==> config.mk <==
export PLATFORM = sky130hd
export DESIGN_NAME = hazard_tracker
export DESIGN_NICKNAME = d
export VERILOG_FILES = /design/src/rtl/hazard_tracker_pkg.sv /design/src/rtl/pipe_ctrl_reg.sv /design/src/rtl/hazard_tracker.sv
export SDC_FILE = /design/constraint.sdc
export NUM_CORES = 1
export LEC_CHECK = 0
export ABC_AREA = 0
export CORE_MARGIN = 2
export CORE_UTILIZATION = 25
export CTS_CLUSTER_SIZE = 24
export DETAILED_ROUTE_END_ITERATION = 6
export PLACE_DENSITY = 0.53
export SLEW_MARGIN = 15
export SYNTH_ARGS = -nofsm -noshare
export SYNTH_HDL_FRONTEND = slang
export SYNTH_SLANG_ARGS = --single-unit
==> constraint.sdc <==
create_clock -name clk -period 2.3 [get_ports clk]
set_input_delay 0.345 -clock clk [delete_from_list [all_inputs] [get_ports clk]]
set_output_delay 0.345 -clock clk [all_outputs]
set_load 0.1 [all_outputs]
==> src/rtl/hazard_tracker_pkg.sv <==
// Shared types for the hazard tracker: register-address width, the x0
// constant, and the per-stage control record carried down the pipeline.
package hazard_tracker_pkg;

  localparam int unsigned REG_ADDR_W = 5;
  localparam logic [REG_ADDR_W-1:0] X0 = 5'd0;

  typedef struct packed {
    logic [REG_ADDR_W-1:0] rd;
    logic [REG_ADDR_W-1:0] rs1;
    logic [REG_ADDR_W-1:0] rs2;
    logic                  regwrite_en;
    logic                  is_load;
  } stage_ctrl_t;

endpackage

==> src/rtl/pipe_ctrl_reg.sv <==
// One pipeline-stage control register: async active-low reset plus a
// synchronous clear that turns the next load into a bubble.
module pipe_ctrl_reg
  import hazard_tracker_pkg::*;
(
  input  logic        clk,
  input  logic        rst_n,
  input  logic        clr_i,
  input  stage_ctrl_t d_i,
  output stage_ctrl_t q_o
);

  stage_ctrl_t state_q;
  stage_ctrl_t state_d;

  assign state_d = clr_i ? '0 : d_i;

  // NOTE: sequential state uses non-blocking assignments so every flop
  // samples pre-edge values regardless of block evaluation order.
  always_ff @(posedge clk or negedge rst_n) begin
    if (!rst_n) begin
      state_q <= '0;
    end else begin
      state_q <= state_d;
    end
  end

  assign q_o = state_q;

endmodule

==> src/rtl/hazard_tracker.sv <==
// Load-use / taken-branch hazard control with ID/EX, EX/MEM and MEM/WB
// destination tracking and saturating stall/flush event counters.
module hazard_tracker
  import hazard_tracker_pkg::*;
#(
  parameter int unsigned CNT_W = 32
) (
  input  logic                  clk,
  input  logic                  rst_n,
  input  logic                  id_valid,
  input  logic [REG_ADDR_W-1:0] id_rs1,
  input  logic [REG_ADDR_W-1:0] id_rs2,
  input  logic [REG_ADDR_W-1:0] id_rd,
  input  logic                  id_regwrite_en,
  input  logic                  id_is_load,
  input  logic                  ex_pc_src,
  output logic                  stall_f,
  output logic                  stall_d,
  output logic                  flush_d,
  output logic                  flush_e,
  output logic [REG_ADDR_W-1:0] ID_EX_rd,
  output logic [REG_ADDR_W-1:0] ID_EX_rs1,
  output logic [REG_ADDR_W-1:0] ID_EX_rs2,
  output logic [REG_ADDR_W-1:0] EX_MEM_rd,
  output logic [REG_ADDR_W-1:0] MEM_WB_rd,
  output logic                  EX_MEM_regwrite_en,
  output logic                  MEM_WB_regwrite_en,
  output logic [CNT_W-1:0]      stall_cnt,
  output logic [CNT_W-1:0]      flush_cnt
);

  stage_ctrl_t id_ex_d, id_ex_q;
  stage_ctrl_t ex_mem_d, ex_mem_q;
  stage_ctrl_t mem_wb_d, mem_wb_q;

  logic [REG_ADDR_W-1:0] eff_rs1, eff_rs2;
  logic lw_hit, lw_stall;
  logic [CNT_W-1:0] stall_cnt_d, stall_cnt_q;
  logic [CNT_W-1:0] flush_cnt_d, flush_cnt_q;

  // An empty decode slot reads x0, which can never match a load destination.
  assign eff_rs1 = id_valid ? id_rs1 : X0;
  assign eff_rs2 = id_valid ? id_rs2 : X0;

  assign lw_hit = id_ex_q.is_load && (id_ex_q.rd != X0) &&
                  ((id_ex_q.rd == eff_rs1) || (id_ex_q.rd == eff_rs2));
  assign lw_stall = lw_hit && !ex_pc_src;

  assign stall_f = lw_stall;
  assign stall_d = lw_stall;
  assign flush_d = ex_pc_src;
  assign flush_e = lw_stall || ex_pc_src;

  assign id_ex_d = '{rd: id_rd, rs1: id_rs1, rs2: id_rs2,
                     regwrite_en: id_regwrite_en, is_load: id_is_load};
  assign ex_mem_d = '{rd: id_ex_q.rd, rs1: X0, rs2: X0,
                      regwrite_en: id_ex_q.regwrite_en, is_load: id_ex_q.is_load};
  assign mem_wb_d = '{rd: ex_mem_q.rd, rs1: X0, rs2: X0,
                      regwrite_en: ex_mem_q.regwrite_en, is_load: 1'b0};

  pipe_ctrl_reg u_id_ex (
    .clk   (clk),
    .rst_n (rst_n),
    .clr_i (flush_e || !id_valid),
    .d_i   (id_ex_d),
    .q_o   (id_ex_q)
  );

  pipe_ctrl_reg u_ex_mem (
    .clk   (clk),
    .rst_n (rst_n),
    .clr_i (1'b0),
    .d_i   (ex_mem_d),
    .q_o   (ex_mem_q)
  );

  pipe_ctrl_reg u_mem_wb (
    .clk   (clk),
    .rst_n (rst_n),
    .clr_i (1'b0),
    .d_i   (mem_wb_d),
    .q_o   (mem_wb_q)
  );

  // Fields the later stages carry but nothing downstream reads.
  logic [2*(2*REG_ADDR_W+1)-1:0] stage_unused;
  assign stage_unused = {ex_mem_q.rs1, ex_mem_q.rs2, ex_mem_q.is_load,
                         mem_wb_q.rs1, mem_wb_q.rs2, mem_wb_q.is_load};

  // NOTE: every always_comb output gets a default first so no path leaves
  // it unassigned and infers a latch.
  always_comb begin
    stall_cnt_d = stall_cnt_q;
    flush_cnt_d = flush_cnt_q;
    if (lw_stall && (stall_cnt_q != '1)) stall_cnt_d = stall_cnt_q + CNT_W'(1);
    if (ex_pc_src && (flush_cnt_q != '1)) flush_cnt_d = flush_cnt_q + CNT_W'(1);
  end

  always_ff @(posedge clk or negedge rst_n) begin
    if (!rst_n) begin
      stall_cnt_q <= '0;
      flush_cnt_q <= '0;
    end else begin
      stall_cnt_q <= stall_cnt_d;
      flush_cnt_q <= flush_cnt_d;
    end
  end

  assign ID_EX_rd           = id_ex_q.rd;
  assign ID_EX_rs1          = id_ex_q.rs1;
  assign ID_EX_rs2          = id_ex_q.rs2;
  assign EX_MEM_rd          = ex_mem_q.rd;
  assign EX_MEM_regwrite_en = ex_mem_q.regwrite_en;
  assign MEM_WB_rd          = mem_wb_q.rd;
  assign MEM_WB_regwrite_en = mem_wb_q.regwrite_en;
  assign stall_cnt          = stall_cnt_q;
  assign flush_cnt          = flush_cnt_q;

endmodule

== Word-level counts from Yosys, hierarchy flattened ==
Index checks and enable logic that the tools add are counted.

* Logic and storage cells: 31
* Input port bits: 21
* Output and inout bits: 95
* Register bits: 93

* Eq/ne operators: 4
* Mux-type cells: 3
* $add $sub $neg: 2
* Reduce and logical (&&, ||, !) cells: 11

{| class="wikitable"
|+ Operator list
! cell !! count
|-
| $add 32x1->32 const B || 2
|-
| $ne 32x32->1 const B || 2
|-
| $mux 17 || 1
|-
| $eq 5x5->1 || 2
|-
| $mux 5 || 2
|-
| $logic_and 1x1->1 || 5
|-
| $reduce_bool 5->1 || 1
|-
| $logic_or 1x1->1 || 3
|-
| $logic_not 1->1 || 2
|}

== Longest topological paths before layout ==
Gate-level depths: netlist of run 1.

* Depth in word-level cells: 8
* Gate-level depth with buffers: 8
* Mapped depth without buffers: 7

== By module ==
Synthesis of run 1 repeated with hierarchy kept, for this count alone.

* Cells, all modules: 434
* Area total of the unflattened synthesis: 5052.3 sq um

{| class="wikitable"
|+ By module, submodules not included
! module !! times used !! cells an instance !! area an instance (sq um)
|-
| hazard_tracker || 1 || 329 || 3370.7
|-
| pipe_ctrl_reg || 3 || 35 || 560.5
|}

== Least setup slack after synthesis of run 1 ==
Ideal clock, no wire load.

* Kind: register to register
* From: reg flush_cnt_q[0], in the netlist flush_cnt[0]
* To: reg flush_cnt_q[9], in the netlist flush_cnt[9]
* Cell stages (with the launch flop): 9
* Required time: 2.140 ns
* Library setup time: 0.160 ns
* Slack: -0.454 ns
* Data arrival time: 2.595 ns
* Cells stage by stage: dfrtp_1 -> ha_1 -> and4_1 -> nand4_1 -> o41a_1 -> buf_2 -> buf_2 -> nand4_1 -> xnor2_1

* Cells in the longest elaborated chain, start to end: 2

{| class="wikitable"
|+ Ends and longest elaborated chain
! what !! RTL line !! source
|-
| start, declared || hazard_tracker.sv:39 || <nowiki>logic [CNT_W-1:0] flush_cnt_d, flush_cnt_q;</nowiki>
|-
| start signal, assigned || hazard_tracker.sv:105 || <nowiki>flush_cnt_q <= flush_cnt_d;</nowiki>
|-
| branches (longest 2 deep; another with $add 32x1->32) || - ||
|}

Several ways; the timed one is not identified.
A chain may end at the register's enable or synchronous reset.

== Worst setup path in the final report of run 1 ==
* From: in id_rs2[2]
* To: out flush_e

* Cells in the longest elaborated chain, start to end: 6

{| class="wikitable"
|+ Ends and longest elaborated chain
! what !! RTL line !! source
|-
| start, declared || hazard_tracker.sv:12 || <nowiki>input logic [REG_ADDR_W-1:0] id_rs2,</nowiki>
|-
| $mux 5 || hazard_tracker.sv:43 || <nowiki>assign eff_rs2 = id_valid ? id_rs2 : X0;</nowiki>
|-
| $eq 5x5->1 || hazard_tracker.sv:46 || <nowiki>((id_ex_q.rd == eff_rs1) || (id_ex_q.rd == eff_rs2));</nowiki>
|-
| $logic_or 1x1->1 || hazard_tracker.sv:46 ||
|-
| $logic_and 1x1->1 || hazard_tracker.sv:45 || <nowiki>assign lw_hit = id_ex_q.is_load && (id_ex_q.rd != X0) &&</nowiki>
|-
| $logic_and 1x1->1 || hazard_tracker.sv:47 || <nowiki>assign lw_stall = lw_hit && !ex_pc_src;</nowiki>
|-
| $logic_or 1x1->1 || hazard_tracker.sv:52 || <nowiki>assign flush_e = lw_stall || ex_pc_src;</nowiki>
|-
| end, declared || hazard_tracker.sv:20 || <nowiki>output logic flush_e,</nowiki>
|}

No other way between the ends.

==> impl_metrics.py, run 1 <==
metrics = {
    "detailed_routing": {
        "wl_per_cell_microns": 14.3,
        "dr.first_iter.drc_count": 141,
        "vias_per_cell": 4.43,
        "drc": 0,
        "vias": 3335,
        "dr.pass1.iters": 4,
        "ant_nets": 0,
        "finalWirelength_microns": 10800,
    },
    "setup_path": {
        "crit_chain": "clkdlybuf4s50_1 -> xnor2_1 -> a32oi_2 -> a221oi_2 -> nor2_1 -> o21ba_2 -> clkinvlp_4 -> buf_12",
        "cp_max_fo": 4,
        "required_ps": 1960,
        "end_kind": "output port",
        "arrival_ps": 2110,
        "critPathMaxStageDelay_ps": 510,
        "startpoint_type": "input port",
        "worstSetupPathType": "input port to output port",
        "path_buf_inv": 3,
        "slowest_stage": "clkdlybuf4s50_1",
        "cp_top_family": "buffers and inverters",
    },
    "sta": {
        "max-slew-margin-rel": 0.561,
        "period_needed_ps": 2450,
        "holdWs_ps": 37.1,
        "setup_ws_ps": -154,
        "hold_viol": 0,
        "fin_tns_setup_ps": -865,
        "rsz0062_at_grt": "true",
        "fin_crit_sh": 1.07,
        "skew_ps": 5.90,
        "worstMarginPinSlew_ps": 658,
        "drv_slew": 0,
        "setup_viol": 14,
        "max_freq_mhz": 407,
    },
    "grt": {
        "grt_pass1_wl_microns": 17500,
        "grt_overflow": 0,
        "grt_pass1_vias": 3421,
        "grt_max_degree": 48,
        "grt_usage": 0.120,
        "antenna_found_initial": 0,
    },
    "yosys": {
        "netlist_instances": 390,
        "yosysTopAreaCell": "dfrtp_1",
        "ys_seq_area_frac": 0.536,
        "yosysUniqueCellTypes": 40,
        "syn_avg_cell_area_sq_um": 11.1,
        "syn_area_sq_um": 4340,
        "yosys_warnings": 0,
        "yosysTopAreaCellShare": 0.536,
        "syn-num-nets": 413,
        "synth_area_leaders": "dfrtp_1 (54%), xor2_1 (7.7%), xnor2_1 (6.1%)",
        "ys_ff_latch": 93,
    },
    "floorplan": {
        "core_sq_um": 17100,
        "io_pins": 116,
        "dieArea_sq_um": 18400,
        "num_rows": 48,
        "dieHeight_microns": 136,
        "die_x_microns": 136,
        "start_util": 0.254,
    },
    "clocking": {
        "ctsHoldBuffers": 0,
        "htree_levels": 3,
        "clk_latency_ps": 340,
        "cts_sinks": 93,
        "clk_path_buf_depth": 2,
        "cts_buffers": 9,
        "root_buffer": "clkbuf_16",
        "tritoncts": "built",
        "path_clk_slew_ps": 60,
    },
    "cells_and_area": {
        "final_cells": 752,
        "syn2layout_area_growth_pct": 41.9,
        "drive_above_1_share": 0.452,
        "antennaDiodeCount": 0,
        "fin_util": 0.360,
        "finalNetCount": 545,
    },
    "pwr": {
        "ir_drop_uv": 643,
        "powerDensity_nw_per_um2": 749,
        "total_power_w": 0.00461,
        "leakagePower_nw": 2.90,
    },
    "place": {
        "place_congestion": 0.790,
        "place_inst": 729,
        "dp_hpwl_microns": 7770,
        "port-buffer-count": 115,
    },
    "outcome": {
        "violations": "setup timing",
        "status": "complete, but fails checks",
    },
    "min_path": {
        "hold_path.class": "input port to asynchronous set/reset pin",
    },
    "flow_run": {
        "drv_cap": 0,
    },
}
-- cell families after synthesis --
group | after synthesis | share of synthesized area
simple gates | 174 | 0.236
flops | 93 | 0.536
xor+xnor | 68 | 0.137
buf+inv | 37 | 0.0527
compound gates | 14 | 0.0277
mux | 2 | 0.00519
fa+ha+maj | 2 | 0.00576
-- cells in the final DEF (no fill, tap or decap), types with 8 or more instances in the layout --
cell type / n
dfrtp_1: 33
clkdlybuf4s50_1: 12
nand3_1: 14
nor2_1: 21
xor2_1: 38
buf_4: 123
clkbuf_16: 9
nand4_1: 20
xnor2_1: 30
dfrtp_2: 58
nor4_2: 8
and3_1: 22
nand2_1: 38
nor3_1: 17
-- registers in the layout (all words and copies together), names as in the netlist --
signal,count
u_ex_mem.q_o,6
flush_cnt,32
stall_cnt,32
u_mem_wb.q_o,6
u_id_ex.q_o,17
-- synth_stat cells, drive strengths merged --
cell type   n
and4bb      4
and2        5
nand3      14
nor2b       2
mux2        2
xor2       38
nand2      38
or2         1
xnor2      30
a221oi      2
and3       22
nor2       21
inv         8
nand2b      1
o21ai       6
buf        25
nand4      20
a32oi       4
and4        5
clkbuf      4
nor4       12
dfrtp      93
nor3b       3
nor4b       3
o21ba       1
ha          2
or4         1
nor3       20
o41a        1
nand3b      2
-- metrics by stage --
step	setup slack [ps]	instance area [sq um]
3_5_place_dp	-335	5730
4_1_cts	-144	6120
6_report	-154	6160
3_3_place_gp	-282	5730
5_1_grt	-279	6160
2_1_floorplan	-223	4460
-- timing repair --
action | in CTS | in global routing
setup buffers | 5 | 1
setup endpoints to repair | 3 | 32
gates resized for setup | 11 | 9
pin swaps | 6 | 7
gates cloned | 1 | 0
-- worst register-to-register path, delay by kind of cell (launching register included) --
kind,cells,cell delay (ps)
xor+xnor,2,430
buf+inv,3,510
simple gates,1,340
compound gates,3,500
flops,1,430
-- metal layers --
layer | track usage | part of all wire
met2 | 0.192 | 0.48
met3 | 0.0400 | 0.059
met4 | 0.0405 | 0.013
met1 | 0.154 | 0.44
met5 | 0 | 0
-- final timing paths --
| kind | depth (start not counted) | endpoint | slack, ps | from |
|---|---|---|---|---|
| worst max-delay path | 8 | flush_e | -150 | id_rs2[2] |
| worst min-delay path | 1 | flush_cnt[27] | 40 | rst_n |
| worst max register to register | 9 | stall_cnt[6] | -10 | u_id_ex.q_o[14] |
| worst min register to register | 0 | u_ex_mem.q_o[1] | 350 | u_id_ex.q_o[1] |
| max in group asynchronous | 2 | stall_cnt[28] | 1570 | rst_n |
| min in group clk | 0 | u_ex_mem.q_o[1] | 350 | u_id_ex.q_o[1] |
-- power by group --
part / internal (W) / switching (W)
combinational: 0.000282 / 0.000854
clock: 0.000958 / 0.000654
sequential: 0.00175 / 0.000116
-- cell type report --
cell class	instances	area, sq um
tap	225	282
fill	1730	11000
clock inverter	7	98.8
sequential	93	2410
timing repair buffer	150	1250
clock buffer	9	225
inverter	8	37.5
multi-input combinational	260	1860
Power figures use the tool's default switching activity.
==> run 2: changes to the inputs <==
CORE_ASPECT_RATIO = 1.25   (was default)
==> impl_metrics.py, run 2 (synthesis results as in run 1) <==
metrics = {
    "floorplan": {
        "core_sq_um": 16900,
        "dieHeight_microns": 151,
        "io_pins": 116,
        "die_x_microns": 122,
        "num_rows": 53,
        "dieArea_sq_um": 18400,
        "start_util": 0.257,
    },
    "cells_and_area": {
        "regArea_sq_um": 2410,
        "finalNetCount": 548,
        "antennaDiodeCount": 0,
        "syn2layout_area_growth_pct": 42.9,
        "fin_area_sq_um": 6210,
        "layout.cells.most_common_list": "buf_4 (125), dfrtp_2 (59), nand2_1 (38), xor2_1 (38), dfrtp_1 (32)",
        "drive_above_1_share": 0.451,
        "fillCellCount": 1684,
        "layout_commonest_cell": "buf_4",
        "multi_input_area_sq_um": 1890,
    },
    "outcome": {
        "status": "complete, but fails checks",
        "violations": "setup timing",
    },
    "detailed_routing": {
        "dr.pass1.iters": 4,
        "ant_nets": 0,
        "drc": 0,
        "dr.first_iter.drc_count": 110,
        "wl_per_cell_microns": 14.3,
        "vias_per_cell": 4.42,
        "vias": 3314,
        "finalWirelength_microns": 10700,
    },
    "min_path": {
        "hold_path_startpoint": "u_id_ex.q_o[1]",
        "holdPathStages": 0,
        "hold_path.class": "flop to flop",
    },
    "pwr": {
        "powerDensity_nw_per_um2": 741,
        "leakagePower_nw": 2.93,
        "ir_drop_uv": 1850,
    },
    "place": {
        "dp_hpwl_microns": 7900,
        "place_area_sq_um": 5710,
        "place_congestion": 0.775,
        "port-buffer-count": 115,
        "place_ws_ps": -282,
    },
    "clocking": {
        "clk_path_buf_depth": 2,
        "tritoncts": "built",
        "htree_levels": 3,
        "root_buffer": "clkbuf_16",
        "clk_latency_ps": 340,
        "cts_sinks": 93,
        "cts_buffers": 9,
        "path_clk_slew_ps": 70,
    },
    "sta": {
        "setup_ws_ps": -114,
        "hold_viol": 0,
        "skew_ps": 8.81,
        "drv_slew": 0,
        "fin_crit_sh": 1.05,
        "period_needed_ps": 2410,
        "worstMarginPinSlew_ps": 458,
        "max-slew-margin-rel": 0.694,
        "rsz0062_at_grt": "true",
        "max_freq_mhz": 414,
        "setup_viol": 3,
    },
    "setup_path": {
        "r2r_start": "u_id_ex.q_o[15]",
        "setup.worst_path.start": "u_id_ex.q_o[15]",
        "startpoint_type": "flop",
        "cp_max_fo": 7,
        "worstSetupPathType": "flop to output port",
        "required_ps": 1960,
        "arrival_ps": 2070,
        "end_kind": "output port",
        "reg2reg_depth": 8,
    },
    "flow_run": {
        "drv_cap": 0,
    },
    "grt": {
        "grt_max_degree": 38,
        "grt_usage": 0.120,
        "grt_pass1_vias": 3311,
        "grt_overflow": 0,
        "antenna_found_initial": 0,
        "grt_pass1_wl_microns": 17300,
    },
}
-- run 2: what timing repair did --
action / CTS / global route
pin swaps: 6 / 6
hold endpoints to repair: 30 / 0
gates resized for setup: 14 / 15
hold buffers: 1 / 0
endpoints found under the setup margin: 3 / 29
buffers inserted: 6 / 3
cloned: 1 / 0
-- run 2: worst max-delay path, stage by stage (launching register included) --
cell and delay [ps]:
dfrtp_2 450, and4bb_1 210, a32oi_1 300, a221oi_4 140, o21ai_4 230, clkinvlp_4 190
buf_12 200
-- run 2: per-stage QoR --
| stage | power (W) | TNS (ps) | std cells | hold WS, ps | util |
|---|---|---|---|---|---|
| finish | 0.00460 | -330 | 750 | 353 | 0.367 |
| global route | 0.00481 | -662 | 750 | 356 | 0.367 |
| CTS | 0.00466 | -434 | 747 | 352 | 0.361 |
| detailed placement | 0.00303 | -8920 | 723 | 336 | 0.338 |
| global placement | 0.00302 | -7210 | 723 | 333 | 0.338 |
| floorplan | 0.00273 | -223 | 390 | 49.4 | - |
-- run 2: worst paths after layout --
check,to,slack [ps]
setup / recovery,stall_d,-110
hold / removal,u_ex_mem.q_o[1],350
setup reg to reg,stall_cnt[7],80
hold reg to reg,u_ex_mem.q_o[1],350
max in group asynchronous,flush_cnt[31],1050
min in group asynchronous,flush_cnt[21],500
-- run 2: final cells by class --
type,count,share of cell area
clock buffer,10,0.0369
inverter,8,0.00605
timing repair buffer,153,0.206
clock inverter,6,0.0141
multi-input combinational,260,0.304
tap,220,0.0444
sequential,93,0.388
-- run 2: routing by layer --
metal / wire length (microns) / track usage / up-vias
met4: 138 / 0.0397 / 0
met3: 729 / 0.0388 / 12
li1: - / - / 1605
met1: 4760 / 0.155 / 1600
met2: 5110 / 0.191 / 97
met5: 0 / 0 / -
-- run 2: where the power goes --
| part | switching, W | internal (W) | leakage, nW |
|---|---|---|---|
| Clock | 0.000635 | 0.000953 | 0.156 |
| Combinational | 0.000857 | 0.000290 | 1.62 |
| Sequential | 0.000117 | 0.00175 | 1.15 |
==> run 3: changes to the inputs <==
CTS_CLUSTER_SIZE = default   (was 24)
==> results of run 3 <==
No change in the layout: final DEF, timing and power equal those of run 2.
